File: src/rtl/pipeline_hazard_ctrl.sv
// Hazard sequencing controller for the 5-stage pipeline: stage enables/flushes, PC control, halt drain.
// Define HAZARD_STALL_CNT_EN to build the stall_cycles performance counter (tied to 0 otherwise).
//
// state  | meaning
// RUN    | normal issue; combinational hazard priority decode
// DWAIT  | data access outstanding; front of pipe frozen, bubbles into MEM_WB
// DRAIN  | halt seen in MEM; flushing younger stages for DRAIN_CYCLES cycles
// HALTED | core stopped; everything frozen until reset
module pipeline_hazard_ctrl #(
  parameter int REG_W        = 5,
  parameter int DRAIN_CYCLES = 3
) (
  input  logic             CLK,
  input  logic             nRST,
  input  logic             ihit,
  input  logic             dhit,
  input  logic             mem_dREN,
  input  logic             mem_dWEN,
  input  logic             ex_load,
  input  logic [REG_W-1:0] ex_rt,
  input  logic [REG_W-1:0] id_rs,
  input  logic [REG_W-1:0] id_rt,
  input  logic             id_uses_rt,
  input  logic             ex_branch_taken,
  input  logic             id_jump,
  input  logic             id_jr,
  input  logic             mem_halt,
  output logic             enable_pc,
  output logic [1:0]       PCSrc,
  output logic             enable_IF_ID,
  output logic             enable_ID_EX,
  output logic             enable_EX_MEM,
  output logic             enable_MEM_WB,
  output logic             flush_IF_ID,
  output logic             flush_ID_EX,
  output logic             flush_EX_MEM,
  output logic             flush_MEM_WB,
  output logic             halted,
  output logic [31:0]      stall_cycles
);

  typedef enum logic [1:0] {RUN, DWAIT, DRAIN, HALTED} state_t;

  localparam int CNT_W = (DRAIN_CYCLES > 1) ? $clog2(DRAIN_CYCLES) : 1;
  localparam logic [CNT_W-1:0] DRAIN_LOAD = CNT_W'(DRAIN_CYCLES - 1);

  state_t           state, next_state;
  logic [CNT_W-1:0] drain_cnt;
  logic             halt_evt;
  logic             dstall;
  logic             load_use;

  assign dstall   = (mem_dREN | mem_dWEN) & ~dhit;
  assign load_use = ex_load & (ex_rt != '0) &
                    ((ex_rt == id_rs) | (id_uses_rt & (ex_rt == id_rt)));

  always_ff @(posedge CLK or negedge nRST) begin
    if (!nRST) begin
      state     <= RUN;
      drain_cnt <= '0;
      halted    <= 1'b0;
    end else begin
      state <= next_state;
      if (halt_evt)
        drain_cnt <= DRAIN_LOAD;
      else if (state == DRAIN && drain_cnt != '0)
        drain_cnt <= drain_cnt - 1'b1;
      halted <= halted | (state == DRAIN && drain_cnt == '0);
    end
  end

  always_comb begin
    next_state    = state;
    halt_evt      = 1'b0;
    enable_pc     = 1'b0;
    PCSrc         = 2'd0;
    enable_IF_ID  = 1'b0;
    enable_ID_EX  = 1'b0;
    enable_EX_MEM = 1'b0;
    enable_MEM_WB = 1'b0;
    flush_IF_ID   = 1'b0;
    flush_ID_EX   = 1'b0;
    flush_EX_MEM  = 1'b0;
    flush_MEM_WB  = 1'b0;
    // Outputs are forced quiet while reset is held, independent of state.
    if (nRST) begin
      case (state)
        RUN, DWAIT: begin
          if (mem_halt && !(state == DWAIT && dstall)) begin
            halt_evt      = 1'b1;
            next_state    = DRAIN;
            enable_IF_ID  = 1'b1;
            enable_ID_EX  = 1'b1;
            enable_EX_MEM = 1'b1;
            enable_MEM_WB = 1'b1;
            flush_IF_ID   = 1'b1;
            flush_ID_EX   = 1'b1;
            flush_EX_MEM  = 1'b1;
          end else if (dstall) begin
            next_state    = DWAIT;
            enable_MEM_WB = 1'b1;
            flush_MEM_WB  = 1'b1;
          end else begin
            next_state    = RUN;
            enable_pc     = 1'b1;
            enable_IF_ID  = 1'b1;
            enable_ID_EX  = 1'b1;
            enable_EX_MEM = 1'b1;
            enable_MEM_WB = 1'b1;
            if (load_use) begin
              enable_pc    = 1'b0;
              enable_IF_ID = 1'b0;
              flush_ID_EX  = 1'b1;
            end else if (ex_branch_taken && ihit) begin
              PCSrc       = 2'd1;
              flush_IF_ID = 1'b1;
              flush_ID_EX = 1'b1;
            end else if ((id_jump || id_jr) && ihit) begin
              PCSrc       = id_jump ? 2'd2 : 2'd3;
              flush_IF_ID = 1'b1;
            end else if (!ihit) begin
              enable_pc    = 1'b0;
              enable_IF_ID = 1'b0;
              flush_ID_EX  = 1'b1;
            end
          end
        end
        DRAIN: begin
          enable_IF_ID  = 1'b1;
          enable_ID_EX  = 1'b1;
          enable_EX_MEM = 1'b1;
          enable_MEM_WB = 1'b1;
          flush_IF_ID   = 1'b1;
          flush_ID_EX   = 1'b1;
          flush_EX_MEM  = 1'b1;
          if (drain_cnt == '0)
            next_state = HALTED;
        end
        default: ;
      endcase
    end
  end

`ifdef HAZARD_STALL_CNT_EN
  logic [31:0] stall_cnt;

  // Halt-induced PC holds are excluded; DRAIN/HALTED never count.
  always_ff @(posedge CLK or negedge nRST) begin
    if (!nRST)
      stall_cnt <= '0;
    else if ((state == RUN || state == DWAIT) && !enable_pc && !halt_evt)
      stall_cnt <= stall_cnt + 32'd1;
  end

  assign stall_cycles = stall_cnt;
`else
  assign stall_cycles = '0;
`endif

endmodule

File: config.mk
export PLATFORM = sky130hd
export DESIGN_NAME = pipeline_hazard_ctrl
export DESIGN_NICKNAME = d
export VERILOG_FILES = /design/src/rtl/pipeline_hazard_ctrl.sv
export SDC_FILE = /design/constraint.sdc
export NUM_CORES = 1
export LEC_CHECK = 0
export BUFFER_PORTS_ARGS = -buffer_cell sky130_fd_sc_hd__buf_4
export CAP_MARGIN = 20
export CORE_MARGIN = 2
export CORE_UTILIZATION = 34
export DETAILED_ROUTE_END_ITERATION = 12
export PLACE_DENSITY = 0.76
export RECOVER_POWER = 25
export SETUP_SLACK_MARGIN = 0.3
export SLEW_MARGIN = 10
export SYNTH_ARGS = -nofsm -noshare
export SYNTH_HDL_FRONTEND = slang
export SYNTH_SLANG_ARGS = --single-unit
File: constraint.sdc
create_clock -name CLK -period 1.3 [get_ports CLK]
set_input_delay 0 -clock CLK [delete_from_list [all_inputs] [get_ports CLK]]
set_output_delay 0 -clock CLK [all_outputs]
set_load 0.05 [all_outputs]
======== Word-level counts from Yosys, hierarchy flattened ========
Index checks and enable logic that the tools add are counted.
storage, ports and cells
  flip-flop bits (word level) ............. 5
  word-level logic and storage cells ...... 89
cells by class
  $add $sub $neg .......................... 1
  equality and inequality tests ........... 5
  multiplexer cells ....................... 55
  bitwise operators ....................... 8
  reductions and logical operators ........ 17
operators by type and width
  cell                 count
  $mux 1               38
  $mux 2               11
  $eq 5x5->1           2
  $pmux 1 s2           5
  $logic_and 1x1->1    6
  $reduce_bool 2->1    3
  $reduce_bool 5->1    1
  $and 1x1->1          4
  $logic_not 2->1      2
  $pmux 2 s2           1
  $or 1x1->1           3
  $reduce_and 3->1     1
  $reduce_or 3->1      1
  $eq 2x1->1 const B   1
  $eq 2x2->1 const B   1
  $ne 2x1->1 const B   1
  $reduce_or 2->1      1
  $sub 2x1->2 const B  1
  $logic_not 1->1      1
  $logic_or 1x1->1     1
  $not 1->1            1

======== Logic depth before layout (Yosys ltp) ========
  word-level depth ........................ 9
  gate-level depth with buffers ........... 5
  mapped depth without buffers ............ 5

======== Worst setup path after synthesis ========
No wires, ideal clock.
  path kind ............................... flip-flop to output port
  start ................................... register state[1]
  end ..................................... output port flush_IF_ID
  arrival ................................. 2.313 ns
  required time ........................... 1.300 ns
  slack ................................... -1.013 ns
  cell stages (with the launch flop) ...... 5
  cell sequence ........................... dfrtp_1 buf_4 a21boi_1 nand4_1 o21ai_1
between the ends
  longest elaborated chain between the ends .. 7
  elaborated cells between the ends (all ways) .. 10
  classes of those cells .................. eq/ne: 2; mux: 3; reduce/logical: 5
ends and longest elaborated chain
  element                 line    RTL
  from (decl)             47      state_t state, next_state;
  from (signal assigned)  63      state <= next_state;
  $eq 2x1->1              87, 89
  $logic_and 1x1->1       89      if (mem_halt && !(state == DWAIT && dstall)) begin
  $logic_not 1->1         89
  $logic_and 1x1->1       89
  $mux 1                  89
  $pmux 1 s2 (*)          87      case (state)
  $mux 1 (*)              86      if (nRST) begin
  to (decl)               34      output logic flush_IF_ID,
Mark *: on every way between the ends. The rest lies on a longest branch, timed or not.

======== Worst setup path after layout ========
  start ................................... register state[1]
  end ..................................... output port flush_ID_EX
between the ends
  longest elaborated chain between the ends .. 7
  elaborated cells between the ends (all ways) .. 10
  classes of those cells .................. eq/ne: 2; mux: 3; reduce/logical: 5
ends and longest elaborated chain
  element            line    RTL
  $eq 2x1->1         87, 89
  $logic_and 1x1->1  89
  $logic_not 1->1    89
  $logic_and 1x1->1  89
  $mux 1             89
  $pmux 1 s2 (*)     87
  $mux 1 (*)         86
  to (decl)          35      output logic flush_ID_EX,
Marks and branches as above.

==> flow_summary.toml <==
[run_status]
outcome = "finished, violations left"
violations = "setup timing"

[place]
io_buffers = 38
placed_area_sq_um = 1259
dpl_worst_slack_ps = -170.5
dp_hpwl_mm = 1.945
globalplace.congestion = 0.7419

[sta]
worst_slack_ps = -418.5
fin_crit_sh_pct = 132.2
rsz0062_at_grt = "true"
drv_slew = 0
setup_viol = 13
max_freq_mhz = 581.9
hold_viol = 0
fin_tns_setup_ps = -2440
min_period_ps = 1718
skew_ps = 6.106

[global_route]
overflow = 0
gr-usage-all-layers_pct = 18.31
grt_pass1_vias = 841
grt_max_degree = 9
grt_first_pass_wirelength_mm = 3.726
antenna_found_initial = 0

[floorplan]
rows = 17
ios = 71
die_w_microns = 53.28
core_area_sq_um = 2255
initial_core_util_pct = 36.63
chipHeight_microns = 53.28
dieArea_sq_um = 2839

[drt]
remaining_drc_errors = 0
via_per_inst = 4.492
routedWlPerCell_microns = 12.79
drt_iter0_markers = 12
drt_wl_total_mm = 2.519
vias = 885
drtPass1Iterations = 4
ant_nets = 0

[power_and_ir_drop]
ir_worst_vdd_mv = 1.062
p_sw_uw = 577.7
power.leakage_uw = 0.0006934
p_int_uw = 660.8
power_density_nw_per_um2 = 863.0
p_clk_share_pct = 14.8
power_frac_seq_pct = 18.5
swShare_pct = 46.65
power_frac_comb_pct = 66.7

[worst_setup_path]
worstSetupPathType = "flip-flop to primary output"
crit_arrival_ps = 1720
cp_data_required_time_ps = 1300
cp-start-kind = "flip-flop"
rrSetupSlack_ps = -80
crit_path_end_kind = "primary output"
path_max_fanout = 8

[synthesis]
synthCells = 107
ys_ff_latch = 5
netlist_top_cells_area = "buf_4 31%, dfrtp_1 15%, xnor2_1 11%, nand2_1 2.7%, inv_1 2.3%"
synth.yosys.seq_area_share_pct = 15.15
netlist_area_sq_um = 825.8
synth_top_area_share_pct = 30.91
synth.avg_cell_area_sq_um = 7.718
yosysTopAreaCell = "buf_4"
yosys_warnings = 0
synth.distinct_cells = 39

[finish]
final_area_sq_um = 1435
nNetsFinal = 198
drive_above_1_share_pct = 53.85
syn2layout_area_growth_pct = 73.79
diodes = 0
post-route-util_pct = 63.65

[flow_run]
cap_violations = 0

[cts]
cts.sinks = 5
tritoncts = "done"
clk_path_buf_depth = 2
clkLatencyLatePin_ps = 250
cts.reportedPaths.clkPinSlew_ps = 50
root_buffer = "clkbuf_4"
cts_buffers = 3
htreeDepth = 1

[worst_hold_path]
min_path_type = "input port to flip-flop"
flip-flops by register name, summed over array words and instances, names as in the netlist:
signal,flops
state,2
drain_cnt,2
halted,1
cell families (layout without fill, tap and decap cells):
group | count (synthesis) | count (layout) | synth area share, %
buf+inv | 41 | 72 | 34.09
compound gates | 27 | 27 | 23.79
simple gates | 22 | 22 | 14.40
xor+xnor | 10 | 10 | 10.61
flops | 5 | 5 | 15.15
fa+ha+maj | 1 | 1 | 1.515
other cells | 1 | 32 | 0.4541
worst paths after layout:
check | start | end | cells past startpoint
setup / recovery | state[1] | flush_ID_EX | 5
hold / removal | mem_halt | state[0] | 4
setup reg to reg | state[1] | drain_cnt[0] | 5
hold reg to reg | halted | halted | 1
max in group asynchronous | nRST | drain_cnt[1] | 3
min in group asynchronous | nRST | drain_cnt[0] | 3
power by group through the flow:
| stage | Sequential, uW | Combinational [uW] | Clock (uW) |
|---|---|---|---|
| finish | 230 | 826 | 183 |
| floorplan | 273 | 463 | 0 |
| global route | 236 | 872 | 202 |
| detailed placement | 227 | 641 | 0 |
| CTS | 226 | 779 | 194 |
| global placement | 224 | 624 | 0 |
critical path, cell delays in order (launching register included):
cell,delay [ps]
dfrtp_1,370
buf_4,200
o21ai_1,130
a211o_2,370
a22o_4,250
buf_8,140
timing repair:
action | in CTS | in global routing
setup endpoints to repair | 16 | 16
resized for setup | 17 | 7
hold endpoints to repair | 5 | 0
setup buffers | 4 | 2
hold buffers | 1 | 0
pin swaps | 6 | 3
synthesized netlist by cell type:
library cell,count
a211o_2,1
a211oi_1,2
a21boi_1,2
a21o_1,1
a21oi_1,3
a22o_1,1
a22oi_1,1
a2bb2oi_1,1
a31o_2,1
a31oi_1,1
and2_0,1
and2_1,1
and2b_2,1
and3_1,1
buf_4,34
conb_1,1
dfrtp_1,5
ha_1,1
inv_1,5
inv_2,2
nand2_1,6
nand3_1,2
nand3b_1,1
nand4_1,2
nor2_1,2
nor2_2,1
nor3_1,1
o211ai_1,1
o21a_2,1
o21ai_0,3
o21ai_1,2
o21ba_2,1
o21bai_1,2
o221ai_1,1
o22ai_1,1
o22ai_2,1
or3_1,2
or4_1,1
xnor2_1,10
cell usage in the layout, fill, tap and decap left out, types with 2 or more instances in the layout:
cell type,n
nand2_1,4
buf_8,4
a21oi_1,2
o21bai_1,2
conb_1,32
inv_1,3
nand2_2,2
buf_12,2
buf_6,8
dfrtp_1,5
nand4_1,2
a211oi_4,2
xnor2_1,10
inv_2,4
o21ai_0,3
nor2_1,2
and2_4,2
buf_4,46
clkbuf_4,3
stage by stage:
step	std cells	hold WS, ps	total power (uW)
floorplan	138	-295.6	736.2
global placement	186	-37.50	847.6
detailed placement	186	-29.77	868.4
CTS	195	113.5	1200
global route	197	144.5	1310
finish	197	118.5	1239
layout make-up:
| cell class | instances | area (sq um) |
|---|---|---|
| Clock buffer | 4 | 26.28 |
| Inverter | 7 | 26.28 |
| Timing Repair Buffer | 61 | 545.5 |
| Fill cell | 190 | 819.5 |
| Sequential cell | 5 | 125.1 |
| Multi-Input combinational cell | 92 | 676.9 |
| Tap cell | 28 | 35.03 |
metal layers:
layer  global-route usage (%)  vias up  part of all wire [%]  wire length [microns]
met5                        0        -                     0                      0
met4                    11.11        0                   2.7                     68
met3                    2.825        7                   6.2                    155
met2                    33.33       47                    56                   1411
met1                    19.39      402                    35                    883
li1                         -      429                     -                      -
No activity file was read; power rests on OpenSTA's default activity.
